$ cat config.mk
export PLATFORM = sky130hd
export DESIGN_NAME = session_rcv_flat
export DESIGN_NICKNAME = d
export VERILOG_FILES = /design/src/rtl/session_pkg.sv /design/src/rtl/session_rcv_if.sv /design/src/rtl/session_audio_fifo.sv /design/src/rtl/session_rcv.sv /design/src/flat_wrapper.sv
export SDC_FILE = /design/constraint.sdc
export NUM_CORES = 1
export LEC_CHECK = 0
export ABC_AREA = 1
export BUFFER_PORTS_ARGS = -buffer_cell sky130_fd_sc_hd__buf_2
export CAP_MARGIN = 20
export CORE_UTILIZATION = 43
export DETAILED_ROUTE_END_ITERATION = 8
export PLACE_DENSITY = 0.63
export REMOVE_ABC_BUFFERS = 1
export SYNTH_ARGS = -nofsm -noshare
export SYNTH_HDL_FRONTEND = slang
export SYNTH_SLANG_ARGS = --single-unit
$ cat constraint.sdc
create_clock -name clk -period 5.98 [get_ports clk]
set_clock_uncertainty 0.05 [all_clocks]
set_input_delay 0.299 -clock clk [delete_from_list [all_inputs] [get_ports clk]]
set_output_delay 0.299 -clock clk [all_outputs]
set_load 0.005 [all_outputs]
$ cat src/rtl/session_pkg.sv
// Shared session-layer definitions: call-state encoding, control opcodes and
// the transport-to-session strobe codes used by both transport directions.
package session_pkg;

  typedef enum logic [2:0] {
    StIdle      = 3'd0,
    StCalling   = 3'd1,
    StRinging   = 3'd2,
    StConnected = 3'd3
  } call_state_e;

  typedef enum logic [1:0] {
    SendIdle  = 2'b00,
    SendCtrl  = 2'b01,
    SendAudio = 2'b10,
    SendRsvd  = 2'b11
  } send_code_e;

  localparam logic [3:0] OpCallReq   = 4'd1;
  localparam logic [3:0] OpAccept    = 4'd2;
  localparam logic [3:0] OpHangup    = 4'd3;
  localparam logic [3:0] OpKeepalive = 4'd4;

  function automatic logic [3:0] ctrl_opcode(input logic [15:0] word);
    return word[15:12];
  endfunction

  function automatic logic [7:0] ctrl_arg(input logic [15:0] word);
    return word[7:0];
  endfunction

endpackage

$ cat src/rtl/session_rcv_if.sv
// Transport-receive to session handshake: strobed word plus backpressure.
interface session_rcv_if;
  logic [1:0]  sendingToSession;
  logic [15:0] data;
  logic        sessionBusy;

  modport master (
    output sendingToSession,
    output data,
    input  sessionBusy
  );

  modport slave (
    input  sendingToSession,
    input  data,
    output sessionBusy
  );
endinterface

$ cat src/rtl/session_audio_fifo.sv
// Synchronous audio FIFO with occupancy count and a flush that overrides
// reads and writes. A write on a full FIFO succeeds when a read happens too.
module session_audio_fifo #(
  parameter int unsigned Depth = 16
) (
  input  logic                     clk_i,
  input  logic                     rst_ni,
  input  logic                     flush_i,
  input  logic                     wr_i,
  input  logic [15:0]              wr_data_i,
  input  logic                     rd_i,
  output logic [15:0]              rd_data_o,
  output logic                     empty_o,
  output logic                     full_o,
  output logic [$clog2(Depth):0]   count_o
);

  localparam int unsigned AW   = $clog2(Depth);
  localparam int unsigned CntW = AW + 1;

  logic [15:0]     mem_q [Depth];
  logic [AW-1:0]   wptr_q, wptr_d;
  logic [AW-1:0]   rptr_q, rptr_d;
  logic [CntW-1:0] cnt_q, cnt_d;
  logic            rd_en, wr_en;

  assign empty_o   = (cnt_q == '0);
  assign full_o    = (cnt_q == CntW'(Depth));
  assign count_o   = cnt_q;
  assign rd_data_o = empty_o ? 16'h0000 : mem_q[rptr_q];

  always_comb begin
    rd_en  = rd_i && !empty_o;
    wr_en  = wr_i && (!full_o || rd_en);
    wptr_d = wptr_q;
    rptr_d = rptr_q;
    cnt_d  = cnt_q;
    if (flush_i) begin
      wptr_d = '0;
      rptr_d = '0;
      cnt_d  = '0;
    end else begin
      if (wr_en) wptr_d = wptr_q + AW'(1);
      if (rd_en) rptr_d = rptr_q + AW'(1);
      cnt_d = cnt_q + CntW'(wr_en) - CntW'(rd_en);
    end
  end

  always_ff @(posedge clk_i or negedge rst_ni) begin
    if (!rst_ni) begin
      wptr_q <= '0;
      rptr_q <= '0;
      cnt_q  <= '0;
    end else begin
      wptr_q <= wptr_d;
      rptr_q <= rptr_d;
      cnt_q  <= cnt_d;
    end
  end

  // Storage needs no reset; the head is masked to zero while empty.
  always_ff @(posedge clk_i) begin
    if (wr_en && !flush_i) mem_q[wptr_q] <= wr_data_i;
  end

endmodule

$ cat src/rtl/session_rcv.sv
// Session receive: registered word decode, call-state FSM and audio buffering.
// Define SESSION_RCV_TIMEOUT_EN to drop CONNECTED calls after link silence.
module session_rcv
  import session_pkg::*;
#(
  parameter int unsigned AUDIO_DEPTH    = 16,
  parameter int unsigned TIMEOUT_CYCLES = 1000000
) (
  input  logic                clk,
  input  logic                reset,
  session_rcv_if.slave        rx,
  input  logic                localDial,
  input  logic                localAccept,
  input  logic [7:0]          localPeer,
  input  logic                audioRd,
  output logic [15:0]         audioOut,
  output logic                audioEmpty,
  output logic [2:0]          callState,
  output logic [7:0]          peerAddr,
  output logic                ring,
  output logic                hangupPulse,
  output logic [7:0]          dropCount
);

  localparam int unsigned CntW = $clog2(AUDIO_DEPTH) + 1;

  if (AUDIO_DEPTH < 4 || AUDIO_DEPTH > 256 || (AUDIO_DEPTH & (AUDIO_DEPTH - 1)) != 0)
  begin : g_bad_depth
    $error("AUDIO_DEPTH must be a power of two in 4..256");
  end
  if (TIMEOUT_CYCLES == 0) begin : g_bad_timeout
    $error("TIMEOUT_CYCLES must be non-zero");
  end

  logic        ctrl_vld_q, ctrl_vld_d;
  logic        aud_vld_q, aud_vld_d;
  logic [15:0] word_q, word_d;

  call_state_e state_q, state_d;
  logic [7:0]  peer_q, peer_d;
  logic        hangup_q, hangup_d;
  logic [7:0]  drop_q, drop_d;

  logic [3:0]      opcode;
  logic [7:0]      arg;
  logic            is_call_req, is_accept, is_hangup;
  logic            exit_idle, timeout;
  logic            fifo_wr, fifo_full, drop;
  logic [CntW-1:0] fifo_cnt;

  // Decode stage: every strobed word is held one cycle before it acts.
  always_comb begin
    ctrl_vld_d = (rx.sendingToSession == SendCtrl);
    aud_vld_d  = (rx.sendingToSession == SendAudio);
    word_d     = (ctrl_vld_d || aud_vld_d) ? rx.data : word_q;
  end

  assign opcode      = ctrl_opcode(word_q);
  assign arg         = ctrl_arg(word_q);
  assign is_call_req = ctrl_vld_q && (opcode == OpCallReq);
  assign is_accept   = ctrl_vld_q && (opcode == OpAccept);
  assign is_hangup   = ctrl_vld_q && (opcode == OpHangup);

`ifdef SESSION_RCV_TIMEOUT_EN
  logic [31:0] timer_q, timer_d;
  logic        is_keepalive;

  assign is_keepalive = ctrl_vld_q && (opcode == OpKeepalive);

  always_comb begin
    timer_d = '0;
    timeout = 1'b0;
    if (state_q == StConnected) begin
      timer_d = (aud_vld_q || is_keepalive) ? 32'd0 : timer_q + 32'd1;
      timeout = (timer_d == TIMEOUT_CYCLES);
    end
  end

  always_ff @(posedge clk or negedge reset) begin
    if (!reset) timer_q <= '0;
    else        timer_q <= timer_d;
  end
`else
  assign timeout = 1'b0;
`endif

  always_comb begin
    state_d = state_q;
    peer_d  = peer_q;
    case (state_q)
      StIdle: begin
        if (is_call_req) begin
          state_d = StRinging;
          peer_d  = arg;
        end else if (localDial) begin
          state_d = StCalling;
          peer_d  = localPeer;
        end
      end
      StCalling: begin
        if (is_accept && arg == peer_q) state_d = StConnected;
      end
      StRinging: begin
        if (localAccept) state_d = StConnected;
      end
      StConnected: ;
      default: state_d = StIdle;
    endcase
    // Teardown overrides any other transition out of a live call.
    if (state_q != StIdle && ((is_hangup && arg == peer_q) || timeout)) state_d = StIdle;
    exit_idle = (state_q != StIdle) && (state_d == StIdle);
    hangup_d  = exit_idle;
  end

  // A full FIFO only loses the word when no pop frees a slot this cycle.
  always_comb begin
    fifo_wr = aud_vld_q && (state_q == StConnected);
    drop    = fifo_wr && fifo_full && !audioRd && !exit_idle;
    drop_d  = (drop && drop_q != 8'hFF) ? drop_q + 8'd1 : drop_q;
  end

  always_ff @(posedge clk or negedge reset) begin
    if (!reset) begin
      ctrl_vld_q <= 1'b0;
      aud_vld_q  <= 1'b0;
      word_q     <= '0;
      state_q    <= StIdle;
      peer_q     <= '0;
      hangup_q   <= 1'b0;
      drop_q     <= '0;
    end else begin
      ctrl_vld_q <= ctrl_vld_d;
      aud_vld_q  <= aud_vld_d;
      word_q     <= word_d;
      state_q    <= state_d;
      peer_q     <= peer_d;
      hangup_q   <= hangup_d;
      drop_q     <= drop_d;
    end
  end

  session_audio_fifo #(
    .Depth (AUDIO_DEPTH)
  ) u_fifo (
    .clk_i     (clk),
    .rst_ni    (reset),
    .flush_i   (exit_idle),
    .wr_i      (fifo_wr),
    .wr_data_i (word_q),
    .rd_i      (audioRd),
    .rd_data_o (audioOut),
    .empty_o   (audioEmpty),
    .full_o    (fifo_full),
    .count_o   (fifo_cnt)
  );

  // Two slots of headroom absorb the upstream reaction delay.
  assign rx.sessionBusy = (fifo_cnt >= CntW'(AUDIO_DEPTH - 2)) || ctrl_vld_q;

  assign callState   = state_q;
  assign peerAddr    = peer_q;
  assign ring        = (state_q == StRinging);
  assign hangupPulse = hangup_q;
  assign dropCount   = drop_q;

endmodule

$ cat src/flat_wrapper.sv
// flat-port wrapper written by rule: the top's interface ports become plain ports
module session_rcv_flat import session_pkg::*;
#(
  parameter int unsigned AUDIO_DEPTH    = 16,
  parameter int unsigned TIMEOUT_CYCLES = 1000000
)
  (clk, reset, localDial, localAccept, localPeer, audioRd, audioOut, audioEmpty, callState, peerAddr, ring, hangupPulse, dropCount, rx_sendingToSession, rx_data, rx_sessionBusy);
  session_rcv_if rx_i ();
  input  logic clk;
  input  logic reset;
  input  logic localDial;
  input  logic localAccept;
  input  logic [7:0] localPeer;
  input  logic audioRd;
  output logic [15:0] audioOut;
  output logic audioEmpty;
  output logic [2:0] callState;
  output logic [7:0] peerAddr;
  output logic ring;
  output logic hangupPulse;
  output logic [7:0] dropCount;
  input wire logic [$bits(rx_i.sendingToSession)-1:0] rx_sendingToSession;
  input wire logic [$bits(rx_i.data)-1:0] rx_data;
  output wire logic [$bits(rx_i.sessionBusy)-1:0] rx_sessionBusy;
  assign rx_i.sendingToSession = rx_sendingToSession;
  assign rx_i.data = rx_data;
  assign rx_sessionBusy = rx_i.sessionBusy;
  session_rcv #(.AUDIO_DEPTH(AUDIO_DEPTH), .TIMEOUT_CYCLES(TIMEOUT_CYCLES)) u_core (.clk(clk), .reset(reset), .rx(rx_i), .localDial(localDial), .localAccept(localAccept), .localPeer(localPeer), .audioRd(audioRd), .audioOut(audioOut), .audioEmpty(audioEmpty), .callState(callState), .peerAddr(peerAddr), .ring(ring), .hangupPulse(hangupPulse), .dropCount(dropCount));
endmodule
==> metrics <==
status complete, no violations; via count 8642; Max Freq 0.279 GHz; combinational share of power 0.181; FF-to-FF setup slack 2.57 ns; first-pass GRT wire length 46600 um; pwr dens 362 nW/um^2; worst-case reg-to-reg path depth 14; clock tree sinks 307; clock insertion delay at the later pin of the skew report 0.55 ns; Compound-Gate Fraction of Synth Area 0.0369; sequential area share after synthesis 0.684; CTS tree done; top cells by area, synth edfxtp_1 59%, dfrtp_1 9.7%, nand2_1 9.6%, nand3_1 7.7%, a21oi_1 1.8%; final std cells w/o fill 1642; Die ar. 31200 sq um; Port Buffers 69; Final Hold Viols 0; unrepaired setup endpoints after global routing false; ratio of cells with drive above 1 in the final layout 0.136; drt first pass iters 5; Cell Int Power 0.00385 W; vias in the first global route 8347; Clk pwr share 0.341; synthesized area 13100 sq um; CTS resizes 0; Placer Congestion 0.781; reg2reg start u_core.u_fifo.count_o[2]; Yosys cell types 37; layout filler cell count 2633; metal2 WL 14200 um; max cap viols 0; FF+latch count, synth 307; setup_tns 0 ns; M1 WL 13200 um; Tot Pwr 0.00541 W; ys async rst share 0.166; highest metal used met4; RR Endpoint u_core.u_fifo.count_o[4]; Synth top area share 0.587; mux share of post-synthesis cell area 0.00602; Syn. warnings 0; Final ANT Viol Nets 0; CTS Buffer Depth 3; critical path startpoint category flop; initial antenna violation count 0; clk root buf clkbuf_16; final slew viol count 0; area leader, netlist edfxtp_1; Most used DFF post-synth edfxtp_1; total CTS buffers 30; Hold WC Path Type in -> reg; diode count 0; Synth Area per Inst 11.3 sq um; critical-path cell list clkinv_1 > a21oi_1 > o21a_1 > buf_2; DR vias/cell 5.26; clk slew on worst S/H paths 0.06 ns; largest family of logic cells by synthesized area simple AND/OR/NAND/NOR gates; CTS H-tree lvls 1; Nets 1281; global-route usage over all layers 0.195; Max-slew headroom 0.236; # DRC 0; Rows 63; slowest CP cell clkinv_1; chip height 177 um; Cells on Worst Hold Path 5; Worst setup EP type output port; wire per inst 18.2 um; Synth Area in Simple Gates 0.209; worst slew pin tran 1.14 ns; crit-path max FO 18; Seq pwr share 0.478; Worst EP arrival 3.24 ns; multi-input logic area 3700 sq um; pin count of the biggest net entering global routing 72; Area Growth Syn to Fin 14.1%; met3 routed WL 1470 um; Post-synth EDFFs 256; Pleak 5.65 nW; dpl cells 1567; Mapped Cells 1160; storage element area 8970 sq um; Core Region 29800 sq um; max incr delay on CP 0.90 ns; post-layout util 0.502; most common cell in the netlist nand2_1; Min Clock Period, post-route 3.59 ns; Synth Area in Adders 0.0178; Die X 177 um; Min-Delay Startpoint localPeer[5]; sw frac 0.288; XOR/XNOR Fraction of Synth Area 0.00869; Ports 70; Initial Util 0.440; Hold Path End u_core.peerAddr[5]; Post-Route WL 29800 um; dpl hpwl 17100 um; CP Class reg -> out; switching power 0.00156 W; final setup vio count 0; GRT overflow 0; Max VDD drop 204 uV; required time worst endpoint 5.63 ns; Commonest cells post-synth 336 x nand2_1, 256 x edfxtp_1, 201 x nand3_1; Final period util 0.600; initial DRC count 699
-- layout make-up --
type	instances	share of cell area
clock inverter	17	0.0106
multi-input combinational	744	0.247
tap	390	0.0326
clock buffer	35	0.0529
timing repair buffer	102	0.0445
sequential	307	0.600
inverter	47	0.0121
-- registers in the layout (all words and copies together) (netlist names) --
| register | count |
|---|---|
| u_core.callState | 3 |
| u_core.aud_vld_q | 1 |
| u_core.peerAddr | 8 |
| u_core.hangupPulse | 1 |
| u_core.u_fifo.rptr_q | 4 |
| u_core.word_q | 16 |
| u_core.u_fifo.wptr_q | 4 |
| u_core.ctrl_vld_q | 1 |
| u_core.u_fifo.count_o | 5 |
| u_core.u_fifo.mem_q | 256 |
| u_core.dropCount | 8 |
-- metrics by stage --
| stage | hold slack [ns] | setup slack, ns | cell area, sq um |
|---|---|---|---|
| global route | 0.0298 | 2.25 | 14900 |
| finish | 0.0260 | 2.39 | 14900 |
| detailed placement | 0.429 | 2.59 | 13800 |
| CTS | 0.000186 | 2.43 | 14900 |
| floorplan | -0.0466 | 1.32 | 12800 |
| global placement | 0.429 | 2.61 | 13800 |
-- placed cells by master, fill, tap and decap left out, types with 2 or more instances in the layout --
cell,netlist,layout
o21ai_0,8,8
ha_1,17,17
xor2_1,6,6
nor2_1,50,35
nand4_1,15,15
buf_2,39,69
buf_8,0,3
nor2_2,2,17
nand3_4,2,2
xnor2_1,7,7
clkbuf_16,0,31
nor3_1,7,6
buf_4,4,10
clkbuf_1,14,4
clkinv_2,0,7
inv_2,5,4
dfrtp_1,51,49
inv_1,39,39
o211ai_1,5,5
o21ai_2,2,2
clkinv_1,2,8
a21oi_1,46,46
bufinv_16,0,3
nor2_4,3,3
edfxtp_1,256,256
dlygate4sd3_1,0,20
nand2_1,336,336
o21a_1,21,21
nand3_1,201,201
mux2_2,7,7
-- layer usage --
metal | global-route usage | vias to the layer above
li1 | - | 4171
met2 | 0.318 | 249
met3 | 0.0265 | 66
met4 | 0.0672 | 0
met5 | 0 | -
met1 | 0.267 | 4156
-- how the worst max path moves through the flow --
stage / from / to / slack, ns / cells after the start
2_1_floorplan: u_core.u_fifo.rptr_q[0] / audioOut[0] / 1.32 / 6
3_3_place_gp: u_core.u_fifo.count_o[2] / u_core.u_fifo.count_o[4] / 2.61 / 14
3_5_place_dp: u_core.u_fifo.count_o[2] / u_core.u_fifo.count_o[4] / 2.59 / 14
4_1_cts: u_core.u_fifo.rptr_q[0] / audioOut[5] / 2.43 / 7
5_1_grt: u_core.u_fifo.count_o[2] / u_core.u_fifo.count_o[4] / 2.25 / 14
6_report: u_core.u_fifo.rptr_q[3] / audioOut[8] / 2.39 / 4
-- cells by family (layout without fill, tap and decap cells) --
logic type | count (synthesis) | count (layout)
simple gates | 623 | 623
fa+ha+maj | 18 | 18
compound gates | 82 | 82
other cells | 1 | 1
buf+inv | 109 | 201
flops | 307 | 307
mux | 7 | 7
xor+xnor | 13 | 13
-- worst max-delay path: cells and delay by family, from the launching register on --
family | cells | cell delay, ns
compound gates | 2 | 0.77
flops | 1 | 0.89
buf+inv | 2 | 1.01
-- power by group through the flow --
stage | combinational, W | clock (W) | sequential, W
2_1_floorplan | 0.000625 | 0 | 0.00260
3_5_place_dp | 0.000971 | 0 | 0.00263
4_1_cts | 0.000986 | 0.00187 | 0.00259
6_report | 0.000979 | 0.00184 | 0.00259
3_3_place_gp | 0.000958 | 0 | 0.00263
5_1_grt | 0.00112 | 0.00195 | 0.00260
-- timing repair --
action,CTS,global route
setup buffers,0,0
setup endpoints to repair,0,0
hold buffers,20,0
hold endpoints to repair,69,0
Note: power is estimated with default switching activity, not from simulation.
